===== config.mk =====
export PLATFORM = sky130hd
export DESIGN_NAME = byte_serializer
export DESIGN_NICKNAME = d
export VERILOG_FILES = /design/src/rtl/byte_serializer.sv
export SDC_FILE = /design/constraint.sdc
export NUM_CORES = 1
export LEC_CHECK = 0
export BUFFER_PORTS_ARGS = -buffer_cell sky130_fd_sc_hd__buf_2
export CAP_MARGIN = 20
export CORE_UTILIZATION = 55
export DETAILED_ROUTE_END_ITERATION = 12
export GPL_TIMING_DRIVEN = 0
export PLACE_DENSITY = 0.75
export SLEW_MARGIN = 15
export SYNTH_ARGS = -nofsm -noshare
export SYNTH_HDL_FRONTEND = slang
export SYNTH_SLANG_ARGS = --single-unit

===== constraint.sdc =====
create_clock -name clk -period 5.2 [get_ports clk]
set_input_delay 1.04 -clock clk [delete_from_list [all_inputs] [get_ports clk]]
set_output_delay 1.04 -clock clk [all_outputs]
set_load 0.02 [all_outputs]

===== src/rtl/byte_serializer.sv =====
// byte_serializer: 2-entry FIFO feeding an MSB-first bit serializer with a
// clock divider per bit slot and optional idle slots between bytes.
module byte_serializer #(
  parameter int CLK_DIV = 1,
  parameter int GAP = 0
) (
  input  logic       clk,
  input  logic       reset_n,
  input  logic [7:0] in_data,
  input  logic       in_valid,
  output logic       in_ready,
  output logic       ser_data,
  output logic       ser_enable,
  output logic       byte_done,
  output logic       busy,
  output logic [1:0] fifo_level
);
  typedef enum logic [1:0] {IDLE, SHIFT, GAP_WAIT} state_t;
  localparam logic [7:0] DIV_LAST = 8'(CLK_DIV - 1);
  localparam logic [11:0] GAP_LAST = 12'(GAP * CLK_DIV - 1);
  state_t state;
  logic [7:0] mem [2];
  logic wr_ptr, rd_ptr;
  logic [1:0] count;
  logic [7:0] sr, div;
  logic [2:0] bit_cnt;
  logic [11:0] gap_cnt;
  logic strobe, last, gap_end, load, push;
  assign strobe = state == SHIFT && div == DIV_LAST;
  assign last = strobe && bit_cnt == 3'd7;
  assign gap_end = state == GAP_WAIT && gap_cnt == GAP_LAST;
  // a load pops the FIFO head straight into the shift register
  assign load = count != 2'd0 && (state == IDLE || (last && GAP == 0) || gap_end);
  assign in_ready = reset_n && count != 2'd2;
  assign push = in_valid && in_ready;
  assign ser_enable = strobe;
  assign ser_data = strobe & sr[7];
  assign byte_done = last;
  assign busy = state != IDLE || count != 2'd0;
  assign fifo_level = count;
  always_ff @(posedge clk) begin
    if (!reset_n) begin
      state <= IDLE;
      wr_ptr <= 1'b0;
      rd_ptr <= 1'b0;
      count <= 2'd0;
      sr <= 8'h00;
      div <= 8'd0;
      bit_cnt <= 3'd0;
      gap_cnt <= 12'd0;
    end else begin
      if (push) begin
        mem[wr_ptr] <= in_data;
        wr_ptr <= ~wr_ptr;
      end
      if (load) rd_ptr <= ~rd_ptr;
      count <= count + {1'b0, push} - {1'b0, load};
      if (load) begin
        sr <= mem[rd_ptr];
        div <= 8'd0;
        bit_cnt <= 3'd0;
        state <= SHIFT;
      end else if (strobe) begin
        sr <= {sr[6:0], 1'b0};
        div <= 8'd0;
        bit_cnt <= bit_cnt + 3'd1;
        if (last) begin
          state <= GAP > 0 ? GAP_WAIT : IDLE;
          gap_cnt <= 12'd0;
        end
      end else if (state == SHIFT) begin
        div <= div + 8'd1;
      end else if (state == GAP_WAIT) begin
        if (gap_end) state <= IDLE;
        else gap_cnt <= gap_cnt + 12'd1;
      end
    end
  end
endmodule

==> results.ini, run 1 <==
[power_and_ir_drop]
vdd_drop_max_mv=0.311
p_leak_uw=0.000818
p_per_area_mw_per_mm2=482

[yosys]
synth_edf_count=16
ys_warn_count=0
synth-compound-area-share_pct=6.81
synth_top_family_by_area=simple AND/OR/NAND/NOR gates
syn_avg_cell_area_sq_um=10.7
synth_mux_area_share_pct=6.06
synth_fp_nets=189
synth_async_sr_flop_share_pct=0
ys_ff_latch=41
synthDistinctLibCells=34
yosys.area_share.simple_pct=20.2
ys.flop_type=dfxtp_1
synthAdderAreaFrac_pct=4.08
synthesis.area_sq_mm=0.00184
ys_seq_area_share_pct=53.4
synthCells=172
synthXorXnorAreaFrac_pct=5.24

[route]
drt_iter0_drc=29
ant_nets=0
dr.pass1.iters=4
via_per_inst=5.28
wirelength_mm=3.05
routed-via-count=1273
routedWlPerCell_um=12.7
post-route-drc-count=0

[floorplan]
dieArea_sq_mm=0.00358
io_pins=18
row_count=20
die_w_um=59.8
initial_core_util_pct=59.2
fp.dieH_um=59.8
core_sq_mm=0.00310

[cts]
root_buffer=clkbuf_4
cts.path.max_buffers=2
numCtsBuffers=5
cts_tree=done
cts_resized=0
clk_pin_slew_ns=0.12
postCtsSetupBuffers=0
clk_latency_ns=0.35
hold_buffers=0
clock-sinks=41
cts.htree.levels=2

[setup_path]
end_kind=primary output
worstPathArrival_ns=1.85
r2r_setup_slack_ns=2.77
worst_path_most_repeated_cell=buf_2
start_kind=primary input
worst-path-max-fanout=10
critPathRequiredTime_ns=4.16
crit_slowest_cell=clkbuf_1
crit_type=primary input to primary output
max_stage_delay_ns=0.36
timing.critical_path.cells=buf_2, clkbuf_1, o21a_1, buf_2

[layout]
drive_above_1_share_pct=20.8
multi_input_area_sq_um=779
nFillCells=272
layout.nets=213
antennaDiodeCount=0
mostFrequentLayoutCells=nor2_1 (28), dfxtp_1 (25), buf_2 (21)
area_growth_pct=12.2
fin_area_sq_mm=0.00206
layout_commonest_cell=nor2_1
register_area_sq_um=981

[timing]
fmax_ghz=0.346
slew_violations=0
setup_tns_ns=0
final.period_utilization_pct=55.6
final-hold-violation-count=0
rsz0062_at_grt=false
slew_headroom_pct=55.1
setup_violations=0
period_minus_slack_ns=2.89
worstMarginPinSlew_ns=0.672
clock-skew-final_ns=0.0111

[global_routing]
grt_use_total_pct=20.5
met1_usage_pct=22.4
grt-ovfl-total=0
grt_pass1_wl_mm=5.28
grt_most_used_layer=met2
grt_max_degree=15
grt_pass1_vias=1275
grt_use_met2_pct=37.8
grtUsageMet3_pct=5.84
antenna_found_initial=0

[run_status]
status=finished clean

[place]
port_buffers=17
dp_hpwl_mm=2.33
gp_congestion=0.762
placed_area_sq_mm=0.00198

[run]
drv_cap=0

[worst_hold_path]
worstHoldPathType=flip-flop to flip-flop

[sequential cells by signal (all words and copies together), names as in the netlist, named ones only]
register / count
sr: 8
state: 1
div: 8
wr_ptr: 1
bit_cnt: 3
rd_ptr: 1
fifo_level: 2
mem: 16
[path summary, 6_finish.rpt]
path / start / endpoint / cells past startpoint
max: reset_n / in_ready / 4
min: rd_ptr / rd_ptr / 2
min reg2reg: rd_ptr / rd_ptr / 2
max reg2reg: bit_cnt[0] / fifo_level[1] / 12
[through the flow]
stage          cells  utilization, %  total power, uW  worst slack [ns]  hold slack, ns
6_report         241            66.5              994              2.31           0.521
5_1_grt          241            66.5             1060              2.23           0.559
4_1_cts          241            66.5             1000              2.30           0.524
3_5_place_dp     233            63.7              797              2.30           0.505
3_3_place_gp     233            63.7              775              2.30           0.479
2_1_floorplan    172               -              711              2.61           0.467
[Yosys cell counts (all sizes together), types with 6 or more instances]
| cell type | n | area (sq um) |
|---|---|---|
| nor3 | 9 | 45.0 |
| inv | 6 | 22.5 |
| mux2i | 10 | 100 |
| nor2 | 28 | 105 |
| nand2 | 13 | 48.8 |
| edfxtp | 16 | 480 |
| o31a | 7 | 61.3 |
| buf | 6 | 51.3 |
| dfxtp | 25 | 500 |
| xnor2 | 8 | 70.1 |
| ha | 6 | 75.1 |
| and3 | 8 | 57.6 |
[routing by layer]
layer  routed length, um  share of wire [%]
met2                1600                 53
met4                  41                1.3
met3                 109                3.6
met1                1300                 42
met5                   0                  0
[power by group]
group          total, uW  internal (uW)  switching [uW]  leakage (uW)
logic                362            161             200      0.000426
clock network        209            102             107     0.0000414
registers            423            392            31.0      0.000350
total                994            655             339      0.000818
[critical path: cells and delay by family]
kind	cells	cell delay (ns)
buffers and inverters	3	0.62
AOI/OAI and AO/OA	1	0.18
[cell families after synthesis]
kind of cell,Yosys count
buffers and inverters,13
AND/OR/NAND/NOR,73
multiplexers,11
AO/OA/AOI/OAI,17
XOR/XNOR,11
flip-flops,41
adder cells (fa/ha/maj),6
[final cells by class]
class	instances	share of cell area [%]
Timing Repair Buffer	17	4.13
Buffer	7	2.67
Sequential cell	41	47.6
Tap cell	44	2.67
Multi-Input combinational cell	118	37.8
Clock buffer	5	1.82
Clock inverter	3	2.25
Inverter	6	1.09
Power figures use the tool's default switching activity.
==> inputs of run 2 (changes only) <==
CORE_UTILIZATION = 52   (was 55)
PLACE_DENSITY = 0.74   (was 0.75)
clock period = 2.4 ns   (was 5.2 ns; I/O delays follow)
==> run 2 against run 1 <==
Against the previous run: worst hold slack lost 0.21 ns; critical path depth rose by 8; clock power up 66%.
==> results.ini, run 2 (synthesis results as in run 1) <==
[run_status]
status=finished clean

[setup_path]
r2r_setup_slack_ns=0.11
start_kind=flip-flop
critPathRequiredTime_ns=2.65
worst-path-max-fanout=10
r2r_cells=12
end_kind=flip-flop
reg2reg_from=bit_cnt[0]
worstPathArrival_ns=2.55
reg2reg_to=fifo_level[1]
crit_type=flip-flop to flip-flop

[floorplan]
die_w_um=61.5
row_count=21
core_sq_mm=0.00336
io_pins=18
initial_core_util_pct=54.7
dieArea_sq_mm=0.00378
fp.dieH_um=61.5

[route]
via_per_inst=5.23
ant_nets=0
post-route-drc-count=0
routedWlPerCell_um=12.4
wirelength_mm=3.02
routed-via-count=1270
dr.pass1.iters=4
drt_iter0_drc=46

[layout]
drive_above_1_share_pct=22.3
reg_top3=mem: 16 flops, div: 8 flops, sr: 8 flops
antennaDiodeCount=0
fin_area_sq_mm=0.00205
top_register=mem
fin_util_pct=61.0
layout_commonest_cell=nor2_1
mostFrequentLayoutCells=nor2_1 (28), dfxtp_1 (23), buf_2 (18)
largest_register_ff_count=16
nFillCells=301
layout.nets=213
area_growth_pct=11.7

[power_and_ir_drop]
p_leak_uw=0.000814
total_power_uw=2050
vdd_drop_max_mv=0.613
p_per_area_mw_per_mm2=998

[timing]
hold_slack_ns=0.307
worstMarginPinSlew_ns=0.680
period_minus_slack_ns=2.29
fmax_ghz=0.436
setup_tns_ns=0
rsz0062_at_grt=false
clock-skew-final_ns=0.0128
final.period_utilization_pct=95.5
slew_violations=0
setup_violations=0
slew_headroom_pct=54.6
final-hold-violation-count=0

[run]
drv_cap=0

[cts]
root_buffer=clkbuf_4
cts.htree.levels=2
cts_tree=done
cts.path.max_buffers=2
numCtsBuffers=5
clock-sinks=41
clk_pin_slew_ns=0.13
clk_latency_ns=0.35

[global_routing]
grt-ovfl-total=0
antenna_found_initial=0
grt_pass1_wl_mm=5.12
grt_pass1_vias=1196
grt_max_degree=15
grt_use_total_pct=19.5

[place]
port_buffers=17
dp_hpwl_mm=2.19
placed_area_sq_mm=0.00198
gp_congestion=0.751

[worst_hold_path]
whs_path_depth=1
holdCritStartpoint=in_data[1]
whs_endpoint=mem[1][1]
worstHoldPathType=primary input to flip-flop

==> run 2: worst max-delay path by stage <==
stage	from	endpoint	slack (ns)	cells past startpoint
final	bit_cnt[0]	fifo_level[1]	0.11	12
after global routing	bit_cnt[0]	fifo_level[1]	0.002	12
after CTS	bit_cnt[0]	fifo_level[1]	0.04	12
after detailed placement	div[0]	fifo_level[1]	-0.03	12
after global placement	bit_cnt[0]	fifo_level[1]	0.07	12
after floorplan	div[0]	fifo_level[1]	0.24	12
==> run 2: report_power, final <==
group | total (uW) | internal [uW] | switching [uW] | leakage (uW)
logic | 787 | 356 | 431 | 0.000428
clock network | 346 | 116 | 230 | 0.0000352
registers | 917 | 852 | 65.0 | 0.000351
total | 2050 | 1320 | 726 | 0.000814
==> run 2: critical path, cell delays in order (launching register included) <==
cell and delay [ns]:
dfxtp_1 0.34, ha_1 0.20, ha_1 0.22, nand2b_1 0.19, nand2_2 0.15, buf_4 0.19, nor2_1 0.05, ha_1 0.26
inv_1 0.04, ha_1 0.18, xnor2_1 0.18, xnor2_1 0.15, nor2_1 0.05
==> run 2: final cells by class <==
cell class	instances	area (sq um)	share of cell area, %
buffer	7	60.1	2.93
clock buffer	5	37.5	1.83
clock inverter	3	22.5	1.10
inverter	6	22.5	1.10
multi-input combinational	118	782	38.1
sequential	41	983	47.9
tap	46	57.6	2.80
timing repair buffer	17	87.6	4.27
==> run 2: metal layers <==
layer  up-vias  GRT usage, %  share of wire (%)
met4         0          6.67               0.50
met5         -             0                  0
met3         2          8.19                4.3
li1        647             -                  -
met1       598          21.9                 44
met2        23          33.4                 51
==> run 2: repair_timing <==
action	4_1_cts	5_1_grt
buffers inserted	0	0
gates resized for setup	2	5
endpoints found under the setup margin	1	3
hold buffers	0	0
pin swaps	0	1
==> run 2: metrics by stage <==
step	instances	setup WS, ns
after CTS	243	0.0362
after global routing	243	0.00150
after floorplan	172	0.243
after global placement	235	0.0692
final	243	0.108
after detailed placement	235	-0.0283
